--- src/rtl/cam_capture_core.sv ---
// Byte-stream camera capture: frames/lines from VSYNC/HREF, assembles RGB565 pixels
// from RGB565, YUYV-luma or raw8 input, with optional 2x2 decimation and error flags.
module cam_capture_core #(
   parameter int H_ACTIVE = 640,
   parameter int V_ACTIVE = 480,
   parameter int XW       = 10,
   parameter int YW       = 9
) (
   input  logic          CLK,
   input  logic          RST,
   input  logic          CamVsync,
   input  logic          CamHsync,
   input  logic [7:0]    CamData,
   input  logic [1:0]    Mode,
   input  logic          Decim,
   output logic          PixValid,
   output logic [15:0]   PixData,
   output logic [XW-1:0] PixX,
   output logic [YW-1:0] PixY,
   output logic          FrameStart,
   output logic          LineEnd,
   output logic          FrameDone,
   output logic [7:0]    FrameCnt,
   output logic [1:0]    Err
);

   localparam logic [XW:0] H_LIM = (XW+1)'(H_ACTIVE);
   localparam logic [YW:0] V_LIM = (YW+1)'(V_ACTIVE);

   typedef enum logic [1:0] {SYNC = 2'd0, WAIT_LINE = 2'd1, ACTIVE = 2'd2} state_t;
   state_t state, state_nxt;

   logic        vsync_p0;
   logic [1:0]  mode_p0;
   logic        decim_p0;
   logic        phase_p0;
   logic [7:0]  hold_p0;
   logic [XW:0] col_p0;
   logic [YW:0] line_p0;

   logic        vs_rise, vs_fall, two_byte, cap, line_close, pix_done;
   logic        ph_eff, col_ovf, line_ovf, keep;
   logic [XW:0] col_eff;
   logic [15:0] pix_word;

   function automatic logic [15:0] luma_565(input logic [7:0] v);
      return {v[7:3], v[7:2], v[7:3]};
   endfunction

   // Counters saturate at their limit so overflowing lines/pixels stay flagged as dropped.
   function automatic logic [XW:0] inc_col(input logic [XW:0] c);
      return (c < H_LIM) ? c + (XW+1)'(1) : c;
   endfunction

   function automatic logic [YW:0] inc_line(input logic [YW:0] l);
      return (l < V_LIM) ? l + (YW+1)'(1) : l;
   endfunction

   always_comb begin
      vs_rise    = CamVsync & ~vsync_p0;
      vs_fall    = ~CamVsync & vsync_p0;
      two_byte   = (mode_p0 != 2'd2);
      state_nxt  = state;
      cap        = 1'b0;
      line_close = 1'b0;
      // The first byte of a line arrives while still in WAIT_LINE, so phase/column restart there.
      ph_eff     = (state == ACTIVE) ? phase_p0 : 1'b0;
      col_eff    = (state == ACTIVE) ? col_p0 : '0;
      case (state)
         SYNC:      if (vs_fall) state_nxt = WAIT_LINE;
         WAIT_LINE: begin
            if (vs_rise) state_nxt = SYNC;
            else if (CamHsync) begin
               state_nxt = ACTIVE;
               cap       = 1'b1;
            end
         end
         ACTIVE: begin
            if (vs_rise) state_nxt = SYNC;
            else if (CamHsync) cap = 1'b1;
            else begin
               state_nxt  = WAIT_LINE;
               line_close = 1'b1;
            end
         end
         default: state_nxt = SYNC;
      endcase
      pix_done = cap & (~two_byte | ph_eff);
      case (mode_p0)
         2'd1:    pix_word = luma_565(hold_p0);
         2'd2:    pix_word = luma_565(CamData);
         default: pix_word = {hold_p0, CamData};
      endcase
      col_ovf  = (col_eff >= H_LIM);
      line_ovf = (line_p0 >= V_LIM);
      keep     = ~decim_p0 | (~col_eff[0] & ~line_p0[0]);
   end

   always_ff @(posedge CLK or posedge RST) begin
      if (RST) begin
         state <= SYNC;
      end else begin
         state <= state_nxt;
      end
   end

   always_ff @(posedge CLK or posedge RST) begin
      if (RST) begin
         vsync_p0   <= 1'b0;
         mode_p0    <= 2'd0;
         decim_p0   <= 1'b0;
         phase_p0   <= 1'b0;
         hold_p0    <= 8'd0;
         col_p0     <= '0;
         line_p0    <= '0;
         PixValid   <= 1'b0;
         PixData    <= 16'd0;
         PixX       <= '0;
         PixY       <= '0;
         FrameStart <= 1'b0;
         LineEnd    <= 1'b0;
         FrameDone  <= 1'b0;
         FrameCnt   <= 8'd0;
         Err        <= 2'd0;
      end else begin
         vsync_p0   <= CamVsync;
         PixValid   <= 1'b0;
         FrameStart <= 1'b0;
         LineEnd    <= 1'b0;
         FrameDone  <= 1'b0;
         if (state == SYNC && vs_fall) begin
            FrameStart <= 1'b1;
            mode_p0    <= Mode;
            decim_p0   <= Decim;
            Err        <= 2'd0;
            line_p0    <= '0;
            col_p0     <= '0;
            phase_p0   <= 1'b0;
         end
         if (state != SYNC && vs_rise && line_p0 != '0) begin
            FrameDone <= 1'b1;
            FrameCnt  <= FrameCnt + 8'd1;
         end
         if (cap) begin
            if (!ph_eff) hold_p0 <= CamData;
            phase_p0 <= two_byte & ~ph_eff;
            if (line_ovf) Err[0] <= 1'b1;
            if (pix_done) begin
               col_p0 <= inc_col(col_eff);
               if (col_ovf) Err[0] <= 1'b1;
               else if (!line_ovf && keep) begin
                  PixValid <= 1'b1;
                  PixData  <= pix_word;
                  PixX     <= decim_p0 ? col_eff[XW:1] : col_eff[XW-1:0];
                  PixY     <= decim_p0 ? line_p0[YW:1] : line_p0[YW-1:0];
               end
            end else begin
               col_p0 <= col_eff;
            end
         end
         if (line_close) begin
            phase_p0 <= 1'b0;
            if (two_byte && phase_p0) Err[1] <= 1'b1;
            if (!line_ovf) LineEnd <= 1'b1;
            line_p0 <= inc_line(line_p0);
         end
      end
   end

endmodule

--- config.mk ---
export PLATFORM = sky130hd
export DESIGN_NAME = cam_capture_core
export DESIGN_NICKNAME = d
export VERILOG_FILES = /design/src/rtl/cam_capture_core.sv
export SDC_FILE = /design/constraint.sdc
export NUM_CORES = 1
export LEC_CHECK = 0
export BUFFER_PORTS_ARGS = -buffer_cell sky130_fd_sc_hd__buf_4
export CAP_MARGIN = 25
export CORE_ASPECT_RATIO = 2
export CORE_UTILIZATION = 45
export DETAILED_ROUTE_END_ITERATION = 10
export HOLD_SLACK_MARGIN = 0.1
export PLACE_DENSITY = 0.68
export SLEW_MARGIN = 20
export SYNTH_ARGS = -nofsm -noshare
export SYNTH_HDL_FRONTEND = slang
export SYNTH_SLANG_ARGS = --single-unit
--- constraint.sdc ---
create_clock -name CLK -period 2.4 [get_ports CLK]
set_input_delay 0.12 -clock CLK [delete_from_list [all_inputs] [get_ports CLK]]
set_output_delay 0.12 -clock CLK [all_outputs]
set_load 0.1 [all_outputs]
==> results of run 1 <==
[registers in the layout, indices dropped and copies added (netlist names), 2 cells and up]
name,count
state,2
Err,2
PixX,10
mode_p0,2
PixY,9
PixData,16
line_p0,10
col_p0,11
hold_p0,8
FrameCnt,8
[Yosys cell counts (8+ instances only)]
library cell	number
nand2_1	32
ha_1	10
clkbuf_1	16
o21ai_0	13
mux2i_1	30
inv_1	29
a21oi_1	22
nand3_1	10
nor2b_1	10
nor2_1	11
nand4_1	8
mux2_2	36
dfrtp_1	85
and3_1	8
[final timing paths]
path	end	cells after the start
worst min-delay path	LineEnd	3
max in group asynchronous	PixX[7]	4
worst max register to register	PixX[8]	8
worst max-delay path	PixX[8]	8
worst min register to register	FrameCnt[7]	1
min in group asynchronous	PixY[3]	3
[critical path, stage by stage (launching register included)]
cell,delay (ns)
dfrtp_1,0.39
inv_1,0.08
ha_2,0.26
nor4bb_1,0.15
a32o_1,0.29
nor4_4,0.24
buf_4,0.18
buf_12,0.16
mux2_2,0.35
[timing repair]
item,CTS,global route
endpoints found under the setup margin,0,22
hold buffers,13,0
hold endpoints to repair,51,0
gates resized for setup,0,2
setup buffers,0,1
[layer usage]
layer  vias to the layer above  wire length [um]
li1                       1620                 -
met1                      1618              3870
met2                        88              5600
met3                        16               309
met4                         0               245
met5                         -                 0
[kinds of logic (layout without fill, tap and decap cells)]
family / Yosys count / count (layout) / synth area share
xor gates and xnor gates: 7 / 7 / 0.0140
adders and majority gates: 10 / 10 / 0.0286
AOI/OAI and AO/OA: 78 / 78 / 0.120
DFF: 85 / 85 / 0.487
buffers and inverters: 51 / 138 / 0.0469
and+or+nand+nor: 109 / 109 / 0.139
muxes: 67 / 67 / 0.164
[per-stage QoR]
stage               worst slack (ns)  total power, uW  cell area, um2
floorplan                     0.0865             4870            4370
global placement               0.200             5660            5040
detailed placement            0.0995             5720            5040
CTS                           0.0784             7350            5520
global route                  0.0767             7660            5530
finish                         0.174             7310            5530
[report_power, final]
part           leakage (uW)  switching, uW  internal (uW)
clock network      0.000173            547           1040
registers           0.00112            276           1790
logic               0.00133           2610           1040
total               0.00262           3430           3870
[cell usage in the layout (no fill, tap or decap), drive strengths merged, types with 4 or more instances in the layout]
cell type,count
dfrtp,85
buf,80
mux2,37
nand2,32
mux2i,30
inv,29
a21oi,22
o21ai,14
dlygate4sd3,13
nor2,11
nand3,10
nor2b,10
ha,10
clkbuf,10
nand4,8
and3,8
a22oi,7
xnor2,6
and2,6
nor3,6
or4,5
o211ai,5
o31ai,4
nor4b,4
[cell type report]
class	count	area, um2
clock buffers	10	239
multi-input cells	271	2050
flip-flops and latches	85	2130
well taps	104	130
repair buffers	93	768
clock inverters	6	109
inverters	29	110
fillers	807	3850
==> flow_summary_export.csv, run 1 <==
group,metric,value,unit
cells_and_area,final_cell_count_no_fill,598,
timing,fin_skew,0.00799,ns
synthesis,synth_async_sr_flop_share,1.00,
placement,gp_congestion,0.838,
global_routing,grt_util_all_layers,0.211,
cts,htreeDepth,3,
synthesis,netlist_instances,407,
synthesis,syn_nets,432,
timing,period_share,0.928,
pwr,vdd_ir_drop_max,0.00101,V
global_routing,antenna_found_initial,0,
floorplan,die_area,0.0101,mm2
global_routing,grt_max_degree,47,
global_routing,met1_usage,0.231,
cts,clockBufferDepth,2,
detailed_routing,vias,3342,
global_routing,overflow,0,
floorplan,die_h,141,um
synthesis,yosys.cell_types.count,54,
detailed_routing,drcViolationCount,0,
cells_and_area,area_delta_synth_final,26.5,%
synthesis,ys.flop_type,"dfrtp_1",
synthesis,yosysSeqAreaShare,0.487,
flow_run,cap_violations,0,
critical_path,path_class,"register to register",
timing,hold_ws,0.158,ns
floorplan,io_pins,64,
global_routing,grt_pass1_wl,16.6,mm
synthesis,syn_area,0.00437,mm2
global_routing,busiest_layer,"met2",
global_routing,grt_pass1_vias,3372,
timing,clock.fmax,449,MHz
synthesis,yosys_warnings,0,
global_routing,grt_util_met2,0.390,
cts,clk_pin_slew,0.06,ns
detailed_routing,drt_pass1_iterations,5,
floorplan,row_count,50,
detailed_routing,wl_per_cell,16.8,um
pwr,p_leak,0.00262,uW
global_routing,use_met3,0.0341,
cts,cts_tree,"yes",
detailed_routing,routed_wl,10.0,mm
floorplan,start_util,0.466,
synthesis,synth_top_area_cell,"dfrtp_1",
critical_path,rr_startpoint,"state[0]",
timing,rsz0062_at_grt,"no",
critical_path,cp_max_fo,19,
timing,finalSetupViolCount,0,
critical_path,reg2reg_slack,0.17,ns
placement,hpwl,7.39,mm
worst_hold_path,worstHoldPathType,"input pin to register",
cells_and_area,final_net_count,514,
critical_path,cp-startpoint,"state[0]",
floorplan,die_x,71.7,um
floorplan,core,0.00938,mm2
pwr,powerDensity,1320,mW/mm2
timing,drv_slew,0,
synthesis,netlist_top_cells_area,"dfrtp_1 (49%), mux2_2 (9.3%), mux2i_1 (6.9%)",
synthesis,synth_top_area_share,0.487,
detailed_routing,viasPerCell,5.59,
placement,portBuffers,63,
critical_path,arrival,2.44,ns
cells_and_area,final_layout_size_suffix_gt1_frac,0.283,
cells_and_area,antenna_cells,0,
critical_path,end_kind,"register",
detailed_routing,drtIter0Drc,137,
cts,clock_latency,0.34,ns
timing,finalSetupTns,0,ns
detailed_routing,ant_nets,0,
critical_path,crit_path_start_kind,"register",
timing,hold_violations,0,
timing,period_minus_slack,2.23,ns
status,status,"finished, final reports clean",
placement,placed_cells,568,
cts,cts_buffers,9,
synthesis,syn_area_per_cell,10.7,um2
cts,root_buffer,"clkbuf_16",
cts,numClockSinks,85,
timing,worstMarginPinSlew,0.716,ns
synthesis,synth_edf_count,0,
timing,relSlewSlack,0.522,
worst_hold_path,hold_path.startpoint,"CamHsync",
synthesis,synth_seq_cells,85,
cells_and_area,final_util,0.589,
critical_path,worstPathRequired,2.62,ns
(Power assumes the default switching activity.)
==> run 2, diff against run 1 <==
Settings changed: ABC_AREA set to 1.
==> flow_summary_export.csv, run 2 <==
group,metric,value,unit
status,status,"finished, final reports clean",
critical_path,cp_max_fo,12,
timing,fin_skew,0.00691,ns
cells_and_area,antenna_cells,0,
cts,root_buffer,"clkbuf_16",
critical_path,crit_slowest_cell,"dfrtp_1",
placement,hpwl,7.64,mm
detailed_routing,wl_per_cell,14.0,um
synthesis,synth_edf_count,0,
timing,period_minus_slack,2.11,ns
critical_path,path_class,"register to register",
timing,relSlewSlack,0.657,
timing,setup_slack,0.286,ns
placement,post-place-ws,0.253,ns
cells_and_area,final_common_cell,"nand2_1",
critical_path,path_cells,"inv_1, ha_1, buf_4, nand2_1, inv_1, ha_1, nand2_1, nor2_2, nand3_1, nor2_2, nand3_1, nand3_1, nand2_1",
cts,clockBufferDepth,2,
cts,cts_tree,"yes",
cts,numClockSinks,85,
synthesis,syn_area,0.00450,mm2
floorplan,die_h,143,um
cells_and_area,regMostFlops,"PixData",
synthesis,synth_top_area_cell,"dfrtp_1",
critical_path,end_kind,"register",
placement,portBuffers,63,
global_routing,antenna_found_initial,0,
floorplan,die_area,0.0104,mm2
cells_and_area,final_util,0.567,
detailed_routing,drcViolationCount,0,
timing,period_share,0.881,
synthesis,ys.flop_type,"dfrtp_1",
synthesis,yosysSeqAreaShare,0.472,
cells_and_area,top_regs,"PixData (16), col_p0 (11)",
cells_and_area,final_layout_size_suffix_gt1_frac,0.236,
timing,drv_slew,0,
critical_path,arrival,2.34,ns
critical_path,slowest_delay,0.41,ns
timing,clock.fmax,473,MHz
synthesis,netlist_top_cells_area,"dfrtp_1 (47%), nand2_1 (11%), a21oi_2 (6.2%)",
floorplan,core,0.00970,mm2
timing,rsz0062_at_grt,"no",
global_routing,grt_util_all_layers,0.218,
cells_and_area,final_cell_mix,"nand2_1 (131), dfrtp_1 (85), buf_4 (70), inv_1 (51), nor2_1 (50)",
timing,finalSetupTns,0,ns
synthesis,synth_seq_cells,85,
global_routing,grt_max_degree,86,
critical_path,crit_path_start_kind,"register",
timing,hold_violations,0,
synthesis,synth_top_area_share,0.472,
floorplan,row_count,51,
cells_and_area,area_delta_synth_final,22.1,%
cells_and_area,largest_register_ffs,16,
synthesis,synth_async_sr_flop_share,1.00,
placement,gp_congestion,0.890,
synthesis,syn_area_per_cell,8.51,um2
detailed_routing,drtIter0Drc,228,
timing,worstMarginPinSlew,0.514,ns
synthesis,syn_nets,554,
synthesis,yosys.cell_types.count,37,
detailed_routing,routed_wl,10.3,mm
critical_path,crit_buf_inv,3,
cts,clk_pin_slew,0.06,ns
cts,cts_buffers,9,
cells_and_area,final_net_count,627,
synthesis,netlist_top_cells_count,"nand2_1 (131), dfrtp_1 (85), inv_1 (52), nor2_1 (52), o21ai_0 (41)",
cts,clock_latency,0.33,ns
synthesis,synth.most_common_cell,"nand2_1",
timing,finalSetupViolCount,0,
cts,htreeDepth,3,
global_routing,overflow,0,
critical_path,critPathTopFamily,"simple AND/OR/NAND/NOR gates",
synthesis,netlist_instances,529,
detailed_routing,drt_pass1_iterations,4,
critical_path,worstPathRequired,2.63,ns
detailed_routing,vias,3713,
floorplan,die_x,72.7,um
flow_run,cap_violations,0,
detailed_routing,ant_nets,0,
synthesis,yosys_warnings,0,
global_routing,grt_pass1_vias,3732,
floorplan,io_pins,64,
global_routing,grt_pass1_wl,17.3,mm
detailed_routing,viasPerCell,5.03,
worst_hold_path,worstHoldPathType,"input pin to register",
floorplan,start_util,0.464,
[run 2: cell types whose count changed in the layout (fill, tap and decap cells not counted), moves of 21 or more]
cell and delta:
a21oi_2 +32, inv_1 +23, mux2_2 -36, mux2i_1 -29
nand2_1 +99, nand3_1 +21, nor2_1 +39, o21ai_0 +28
[run 2: worst min-delay path, cell delays in order]
cell and delay, ns:
buf_4 0.12, inv_1 0.06, o21ai_0 0.09
[run 2: area by class of cell]
class	instances	area, um2
Clock buffer	11	243
Clock inverter	4	72.6
Fill cell	917	4200
Inverter	59	223
Multi-Input combinational cell	367	2010
Sequential cell	85	2130
Tap cell	132	165
Timing Repair Buffer	80	656
[run 2: stage by stage]
stage          area, um2  std cells  hold slack [ns]
2_1_floorplan       4500        529            0.151
3_3_place_gp        5100        716            0.263
3_5_place_dp        5100        716            0.267
4_1_cts             5490        738            0.102
5_1_grt             5500        738            0.117
6_report            5500        738            0.110
[run 2: cell families after synthesis]
kind of cell,after synthesis,share of synthesized area
adder cells (fa/ha/maj),10,0.0278
buffers and inverters,77,0.0823
AND/OR/NAND/NOR,238,0.233
XOR/XNOR,11,0.0214
flip-flops,85,0.472
AO/OA/AOI/OAI,107,0.161
multiplexers,1,0.00222
[run 2: metal layers]
layer | global-route usage | vias to the layer above | wire length [um]
met5 | 0 | - | 0
met3 | 0.0393 | 19 | 314
met2 | 0.398 | 88 | 5770
li1 | - | 1856 | -
met1 | 0.236 | 1750 | 3970
met4 | 0.106 | 0 | 276
[run 2: final timing paths]
| kind | slack (ns) | from | to | cells past startpoint |
|---|---|---|---|---|
| max in group asynchronous | 1.61 | RST | hold_p0[4] | 4 |
| min | 0.11 | CamData[5] | hold_p0[5] | 3 |
| min reg2reg | 0.48 | col_p0[9] | col_p0[9] | 2 |
| min in group asynchronous | 0.45 | RST | PixData[7] | 4 |
| max reg2reg | 0.29 | state[0] | col_p0[8] | 13 |
| max | 0.29 | state[0] | col_p0[8] | 13 |
[run 2: timing repair]
action	CTS	global route
hold buffers	7	0
endpoints found under the setup margin	0	1
endpoints found under the hold margin	91	0
buffers inserted	0	0
resized for setup	0	2
Power of run 2 is not shown: default switching activity piles up to over one toggle a cycle in this logic, so the estimate is an artifact.
==> run 3, diff against run 2 <==
Settings changed: GPL_TIMING_DRIVEN set to 0.
==> flow_summary_export.csv, run 3 (synthesis gave the netlist of run 2 again) <==
group,metric,value,unit
cts,numClockSinks,85,
detailed_routing,routed_wl,10.9,mm
detailed_routing,top_layer,"met4",
critical_path,cp_max_fo,10,
cells_and_area,final_common_cell,"nand2_1",
cells_and_area,final_layout_size_suffix_gt1_frac,0.238,
placement,post_dp_cell_area,0.00517,mm2
timing,period_minus_slack,2.22,ns
cells_and_area,fillCellCount,920,
critical_path,rr_startpoint,"state[0]",
placement,portBuffers,63,
cts,clock_latency,0.34,ns
worst_hold_path,whs_path_depth,3,
floorplan,row_count,51,
timing,rsz0062_at_grt,"no",
placement,hpwl,8.19,mm
detailed_routing,ant_nets,0,
critical_path,arrival,2.45,ns
cts,clk_pin_slew,0.07,ns
detailed_routing,vias,3828,
timing,hold_violations,0,
detailed_routing,wl_per_cell,14.6,um
global_routing,overflow,0,
timing,fin_skew,0.00948,ns
cts,clockBufferDepth,2,
floorplan,die_x,72.7,um
detailed_routing,drcViolationCount,0,
worst_hold_path,worstHoldPathType,"input pin to register",
placement,gp_congestion,0.929,
floorplan,die_area,0.0104,mm2
detailed_routing,routed-wl-met3,335,um
worst_hold_path,hold_end,"hold_p0[0]",
flow_run,cap_violations,0,
detailed_routing,viasPerCell,5.10,
critical_path,r2r_end,"col_p0[8]",
cells_and_area,fin_area,0.00556,mm2
timing,worstMarginPinSlew,0.530,ns
cells_and_area,top_regs,"PixData (16), col_p0 (11)",
global_routing,grt_util_all_layers,0.227,
global_routing,grt_pass1_vias,3733,
global_routing,grt_pass1_wl,17.9,mm
critical_path,crit_path_start_kind,"register",
cells_and_area,largest_register_ffs,16,
timing,clock.fmax,450,MHz
detailed_routing,routed-wl-met2,6.03,mm
cells_and_area,antenna_cells,0,
cells_and_area,register_area,0.00213,mm2
status,status,"finished, final reports clean",
detailed_routing,drt-met1-wl,4.18,mm
cts,cts_buffers,9,
cells_and_area,multi_input_area,0.00202,mm2
critical_path,end_kind,"register",
global_routing,grt_max_degree,54,
global_routing,antenna_found_initial,0,
detailed_routing,drt_pass1_iterations,5,
timing,finalSetupViolCount,0,
cts,root_buffer,"clkbuf_16",
cts,cts_tree,"yes",
floorplan,die_h,143,um
timing,drv_slew,0,
timing,relSlewSlack,0.645,
cts,htreeDepth,3,
floorplan,io_pins,64,
critical_path,rr_worst_depth,13,
critical_path,reg2reg_slack,0.18,ns
timing,period_share,0.926,
worst_hold_path,hold_path.startpoint,"CamData[0]",
cells_and_area,area_delta_synth_final,23.6,%
detailed_routing,drtIter0Drc,164,
cells_and_area,final_cell_mix,"nand2_1 (131), dfrtp_1 (85), buf_4 (65), inv_1 (51), nor2_1 (51)",
floorplan,start_util,0.464,
critical_path,path_class,"register to register",
critical_path,worstPathRequired,2.62,ns
cells_and_area,regMostFlops,"PixData",
floorplan,core,0.00970,mm2
cells_and_area,final_net_count,638,
[run 3: cell types whose count changed in the layout (fill, tap and decap cells not counted), moves of 2 or more]
cell | previous run | this run
buf_12 | 3 | 1
buf_4 | 70 | 65
buf_6 | 0 | 6
bufinv_16 | 2 | 0
clkbuf_1 | 1 | 7
clkinv_2 | 2 | 0
clkinv_4 | 0 | 3
clkinvlp_4 | 1 | 3
dlygate4sd3_1 | 7 | 9
[run 3: critical path: stages, from the launching register on]
cell     delay, ns
dfrtp_1       0.41
inv_1         0.13
ha_4          0.20
buf_6         0.17
nand2_2       0.08
inv_2         0.11
ha_1          0.21
nand2_1       0.09
nor2_1        0.16
nand3_1       0.16
nor2_2        0.14
nand3_1       0.09
nand3_1       0.09
nand2_1       0.06
[run 3: worst max-delay path by stage]
stage | startpoint | slack (ns) | depth (start not counted) | end
after floorplan | RST | 0.09 | 1 | Err[0]
after global placement | RST | -0.95 | 2 | line_p0[0]
after detailed placement | state[0] | 0.06 | 13 | col_p0[8]
after CTS | state[0] | 0.03 | 13 | col_p0[8]
after global routing | state[0] | 0.009 | 13 | col_p0[8]
final | state[0] | 0.18 | 13 | col_p0[8]
[run 3: per-layer routing]
layer / track usage / up-vias
li1: - / 1878
met1: 0.240 / 1817
met2: 0.419 / 108
met3: 0.0400 / 25
met4: 0.112 / 0
met5: 0 / -
[run 3: area by class of cell]
class | count | area share
plain buffers | 18 | 0.0268
clock buffers | 10 | 0.0430
clock inverters | 6 | 0.00877
inverters | 59 | 0.0403
multi-input cells | 367 | 0.363
flip-flops and latches | 85 | 0.382
well taps | 132 | 0.0297
repair buffers | 73 | 0.106
[run 3: timing repair]
item,CTS,global route
endpoints found under the hold margin,40,0
setup buffers,0,0
endpoints found under the setup margin,0,2
hold buffers,9,0
gates resized for setup,0,3
[run 3: metrics by stage]
step / utilization / instances / hold slack, ns / setup TNS, ns / setup WS [ns]
floorplan: - / 529 / 0.151 / 0 / 0.0865
global placement: 0.530 / 724 / 0.272 / -79.97 / -0.947
detailed placement: 0.533 / 725 / 0.171 / 0 / 0.0556
CTS: 0.572 / 750 / 0.106 / 0 / 0.0289
global route: 0.574 / 750 / 0.118 / 0 / 0.00942
finish: 0.574 / 750 / 0.111 / 0 / 0.176
Power of run 3 is left out for the same reason.
